===== src/rtl/mult_feeder.sv =====
// ============================================================================
//  Module      : mult_feeder
//  Description : Issue/collect stage around a fixed-latency signed multiplier.
//                Credit-guarded result FIFO so results are never dropped.
//  Revision    : 1.0 - initial release
// ============================================================================
`default_nettype none

module mult_feeder #(
    parameter int DATA_LEN     = 32,
    parameter int TAG_LEN      = 4,
    parameter int MULT_LATENCY = 3,
    parameter int FIFO_DEPTH   = 8
) (
    input  logic                clk,
    input  logic                reset,
    input  logic                in_valid,
    output logic                in_ready,
    input  logic [DATA_LEN-1:0] in_a,
    input  logic [DATA_LEN-1:0] in_b,
    input  logic [TAG_LEN-1:0]  in_tag,
    output logic [DATA_LEN-1:0] mul_a,
    output logic [DATA_LEN-1:0] mul_b,
    input  logic [DATA_LEN-1:0] mul_result,
    output logic                out_valid,
    input  logic                out_ready,
    output logic [DATA_LEN-1:0] out_result,
    output logic [TAG_LEN-1:0]  out_tag,
    output logic                busy
);

    localparam int c_PTR_W = $clog2(FIFO_DEPTH);
    localparam int c_CNT_W = $clog2(FIFO_DEPTH + 1);

    localparam logic [c_PTR_W-1:0] c_PTR_ONE = c_PTR_W'(1);
    localparam logic [c_CNT_W-1:0] c_CNT_ONE = c_CNT_W'(1);
    localparam logic [c_CNT_W-1:0] c_CNT_MAX = c_CNT_W'(FIFO_DEPTH);

    logic [c_CNT_W-1:0] r_credit;
    logic [c_CNT_W-1:0] r_count;
    logic [c_PTR_W-1:0] r_wr_ptr;
    logic [c_PTR_W-1:0] r_rd_ptr;

    // One extra stage beyond MULT_LATENCY: the product is valid after edge
    // E+MULT_LATENCY and is captured into the FIFO on the following edge.
    logic               r_vld [0:MULT_LATENCY];
    logic [TAG_LEN-1:0] r_tag [0:MULT_LATENCY];

    logic [DATA_LEN-1:0] r_mem_data [0:FIFO_DEPTH-1];
    logic [TAG_LEN-1:0]  r_mem_tag  [0:FIFO_DEPTH-1];

    logic w_accept;
    logic w_pop;
    logic w_push;

    assign in_ready  = (r_credit < c_CNT_MAX);
    assign out_valid = (r_count != '0);
    assign busy      = (r_credit != '0);
    assign w_accept  = in_valid & in_ready;
    assign w_pop     = out_valid & out_ready;
    assign w_push    = r_vld[MULT_LATENCY];

    // Head is forced to zero while empty so stale entries are never visible.
    assign out_result = out_valid ? r_mem_data[r_rd_ptr] : '0;
    assign out_tag    = out_valid ? r_mem_tag[r_rd_ptr]  : '0;

    always_ff @(posedge clk or posedge reset) begin
        if (reset) begin
            mul_a <= '0;
            mul_b <= '0;
        end else if (w_accept) begin
            mul_a <= in_a;
            mul_b <= in_b;
        end
    end

    always_ff @(posedge clk or posedge reset) begin
        if (reset) begin
            for (int i = 0; i <= MULT_LATENCY; i++) begin
                r_vld[i] <= 1'b0;
                r_tag[i] <= '0;
            end
        end else begin
            r_vld[0] <= w_accept;
            r_tag[0] <= in_tag;
            for (int i = 1; i <= MULT_LATENCY; i++) begin
                r_vld[i] <= r_vld[i-1];
                r_tag[i] <= r_tag[i-1];
            end
        end
    end

    always_ff @(posedge clk or posedge reset) begin
        if (reset) begin
            r_credit <= '0;
        end else begin
            unique case ({w_accept, w_pop})
                2'b10:   r_credit <= r_credit + c_CNT_ONE;
                2'b01:   r_credit <= r_credit - c_CNT_ONE;
                default: r_credit <= r_credit;
            endcase
        end
    end

    // Storage needs no reset: the head is masked while empty.
    always_ff @(posedge clk) begin
        if (w_push) begin
            r_mem_data[r_wr_ptr] <= mul_result;
            r_mem_tag[r_wr_ptr]  <= r_tag[MULT_LATENCY];
        end
    end

    always_ff @(posedge clk or posedge reset) begin
        if (reset) begin
            r_wr_ptr <= '0;
            r_rd_ptr <= '0;
            r_count  <= '0;
        end else begin
            if (w_push) begin
                r_wr_ptr <= r_wr_ptr + c_PTR_ONE;
            end
            if (w_pop) begin
                r_rd_ptr <= r_rd_ptr + c_PTR_ONE;
            end
            unique case ({w_push, w_pop})
                2'b10:   r_count <= r_count + c_CNT_ONE;
                2'b01:   r_count <= r_count - c_CNT_ONE;
                default: r_count <= r_count;
            endcase
        end
    end

endmodule

`default_nettype wire


===== config.mk =====
export PLATFORM = sky130hd
export DESIGN_NAME = mult_feeder
export DESIGN_NICKNAME = d
export VERILOG_FILES = /design/src/rtl/mult_feeder.sv
export SDC_FILE = /design/constraint.sdc
export NUM_CORES = 1
export LEC_CHECK = 0
export CORE_UTILIZATION = 54
export CTS_CLUSTER_DIAMETER = 120
export DETAILED_ROUTE_END_ITERATION = 10
export PLACE_DENSITY = 0.9
export SLEW_MARGIN = 10
export SYNTH_ARGS = -nofsm -noshare
export SYNTH_HDL_FRONTEND = slang
export SYNTH_SLANG_ARGS = --single-unit

===== constraint.sdc =====
create_clock -name clk -period 4 [get_ports clk]
set_input_delay 0.8 -clock clk [delete_from_list [all_inputs] [get_ports clk]]
set_output_delay 0.8 -clock clk [all_outputs]
set_load 0.03 [all_outputs]

==> results.ini <==
[run_status]
status = finished, violations left
violations = design-rule violations

[clocking]
clockBufferDepth = 3
path_clk_slew_ns = 0.06
cts_tree = built
cts-root-buf = clkbuf_16
clkLatencyLatePin_ns = 0.54
numCtsBuffers = 39
numClockSinks = 386
ctsHtreeMaxLevel = 2

[floorplan]
die-area_mm2 = 0.0277
ios = 207
fp.dieW_um = 166
rows = 59
die_h_um = 166
core_area_mm2 = 0.0263
start_util_pct = 55.5

[timing]
finalCriticalPeriod_ns = 3.76
min_period_over_period_pct = 94.0
worst_slew_pin_slew_ns = 0.839
setup-tns-final_ns = 0
finalHoldViolCount = 0
drv_slew = 0
grt_setup_unrepaired = no
fin_ws_ns = 0.238
max_slew_margin_pct = 43.9
finalClockSkew_ns = 0.0242
finalHoldWorstSlack_ns = 0.346
max_freq_ghz = 0.266
setup_viol_count_final = 0

[worst_setup_path]
critPathCaptureType = output port
critPathSlowestCell = dfrtp_4
cp_cell_sequence = buf_12 -> mux4_2 -> mux2i_1 -> nor2_1 -> clkdlybuf4s50_1
worstPathArrival_ns = 2.96
startpoint_type = flop
crit_fanout = 29
max_stage_delay_ns = 0.62
path_class = reg -> out
worstPathRequired_ns = 3.20

[finish]
antenna_cells = 0
drive_above_1_share_pct = 19.9
area_growth_pct = 26.8
nNetsFinal = 1041
stdcell_area_mm2 = 0.0185

[yosys]
async_flop_share_pct = 25.4
ys_ff_latch = 386
ys_top_cells_by_area = edfxtp_1 (59%), dfrtp_1 (17%), mux4_2 (11%), mux2_1 (3.8%), mux2i_1 (2.5%)
yosysTopAreaCellShare_pct = 59.3
synth_flop_cell = edfxtp_1
synth_edf_count = 288
muxShareOfSynthArea_pct = 18.9
yosys_warnings = 0
synth_compound_area_share_pct = 0.395
yosys.area_share.simple_pct = 1.90
syn-num-nets = 802
yosys.area_share.xor_xnor_pct = 0.841
synth_common_cells = edfxtp_1 (288), dfrtp_1 (98), mux4_2 (72), mux2_1 (49), nor2_1 (45)
synth_cell_types = 32
synth_top_family_by_area = multiplexers
yosysMostFrequentCell = edfxtp_1
synth_top_area_cell = edfxtp_1
synthAdderAreaFrac_pct = 0.686
syn-instance-count = 690
seq_area_frac_synth_pct = 76.1
synth_area_mm2 = 0.0146
syn_area_per_cell_um2 = 21.1

[pwr]
power_density_mw_per_mm2 = 804
power_mw = 14.9
power_leakage_nw = 6.54
peakVddDrop_uv = 656

[place]
routabilityCongestion = 0.743
hpwl_mm = 18.6
pre_cts_ws_ns = 0.737
portBuffers = 206
dpl-instance-area_mm2 = 0.0172

[route]
vias_per_cell = 5.75
wirelength_mm = 31.4
wire_per_inst_um = 24.3
drtPass1Iterations = 8
dr_total_vias = 7442
ant_nets = 0
drtIter0Drc = 541
drc_errors = 8

[grt]
grt_pass1_wl_mm = 48.0
grt_overflow_total = 0
grtUsageTotal_pct = 23.3
antenna_found_initial = 0
grt_max_degree = 53
grt_pass1_vias = 8302

[worst_hold_path]
hold_path_class = reg -> reg

[run]
drv_cap = 0

## where the power goes
| part | internal, mW | switching (mW) |
|---|---|---|
| Sequential | 5.04 | 0.527 |
| Clock | 2.08 | 1.50 |
| Combinational | 2.64 | 3.10 |
| Total | 9.75 | 5.12 |
## final timing paths
check / startpoint / to / slack [ns] / cells past startpoint
hold reg to reg: r_tag[14] / r_tag[10] / 0.35 / 0
min in group asynchronous: reset / mul_b[28] / 0.67 / 2
setup reg to reg: r_count[2] / r_count[2] / 1.41 / 11
setup / recovery: r_rd_ptr[0] / out_result[0] / 0.24 / 5
hold / removal: r_tag[14] / r_tag[10] / 0.35 / 0
max in group asynchronous: reset / mul_b[29] / 2.54 / 3
## logic make-up after synthesis
logic type / Yosys count
buffers and inverters: 36
AO/OA/AOI/OAI: 8
flip-flops: 386
adder cells (fa/ha/maj): 8
multiplexers: 177
AND/OR/NAND/NOR: 61
XOR/XNOR: 14
## cell type report
cell class	instances	area [um^2]
clock buffers	49	1050
well taps	335	419
fillers	1556	7780
clock inverters	23	233
flip-flops and latches	386	11100
inverters	5	21.3
multi-input cells	268	3370
repair buffers	229	2300
## metal layers
layer / GRT usage [%] / part of all wire (%) / vias to the layer above
met5: 0 / 0 / -
met4: 8.45 / 2.8 / 0
met3: 6.08 / 8.2 / 60
met2: 41.1 / 52 / 365
met1: 27.7 / 37 / 3804
li1: - / - / 3213
## metrics by stage
stage | utilization [%] | instances
after global routing | 70.4 | 1295
final | 70.4 | 1295
after floorplan | - | 690
after detailed placement | 65.5 | 1222
after CTS | 70.3 | 1294
after global placement | 65.5 | 1222
## state kept, by name, indices dropped and copies added, names as in the netlist
register,flops
r_mem_data,256
r_credit,4
w_push,1
r_mem_tag,32
r_tag,16
r_rd_ptr,3
mul_a,32
mul_b,32
r_vld,3
r_wr_ptr,3
r_count,4
## critical path: cells and delay by family, from the launching register on
| kind | cells | cell delay [ns] |
|---|---|---|
| buf+inv | 2 | 0.89 |
| flops | 1 | 0.62 |
| simple gates | 1 | 0.10 |
| mux | 2 | 0.80 |
## layout by cell type (no fill, tap or decap), types with 8 or more instances in the layout
| master | synthesis | layout |
|---|---|---|
| buf_4 | 0 | 18 |
| xor2_1 | 9 | 9 |
| ha_1 | 8 | 8 |
| nor2_1 | 45 | 39 |
| mux4_2 | 72 | 72 |
| clkdlybuf4s50_1 | 0 | 206 |
| dfrtp_1 | 98 | 95 |
| mux2i_1 | 37 | 37 |
| mux2_2 | 18 | 18 |
| clkbuf_16 | 0 | 40 |
| mux2_1 | 49 | 49 |
| edfxtp_1 | 288 | 288 |
| clkinv_2 | 0 | 9 |
## repair_timing
| item | 4_1_cts | 5_1_grt |
|---|---|---|
| buffers inserted | 0 | 1 |
| resized for setup | 0 | 0 |
| setup endpoints to repair | 0 | 1 |
| hold buffers | 0 | 0 |
No activity file was read; power rests on OpenSTA's default activity.
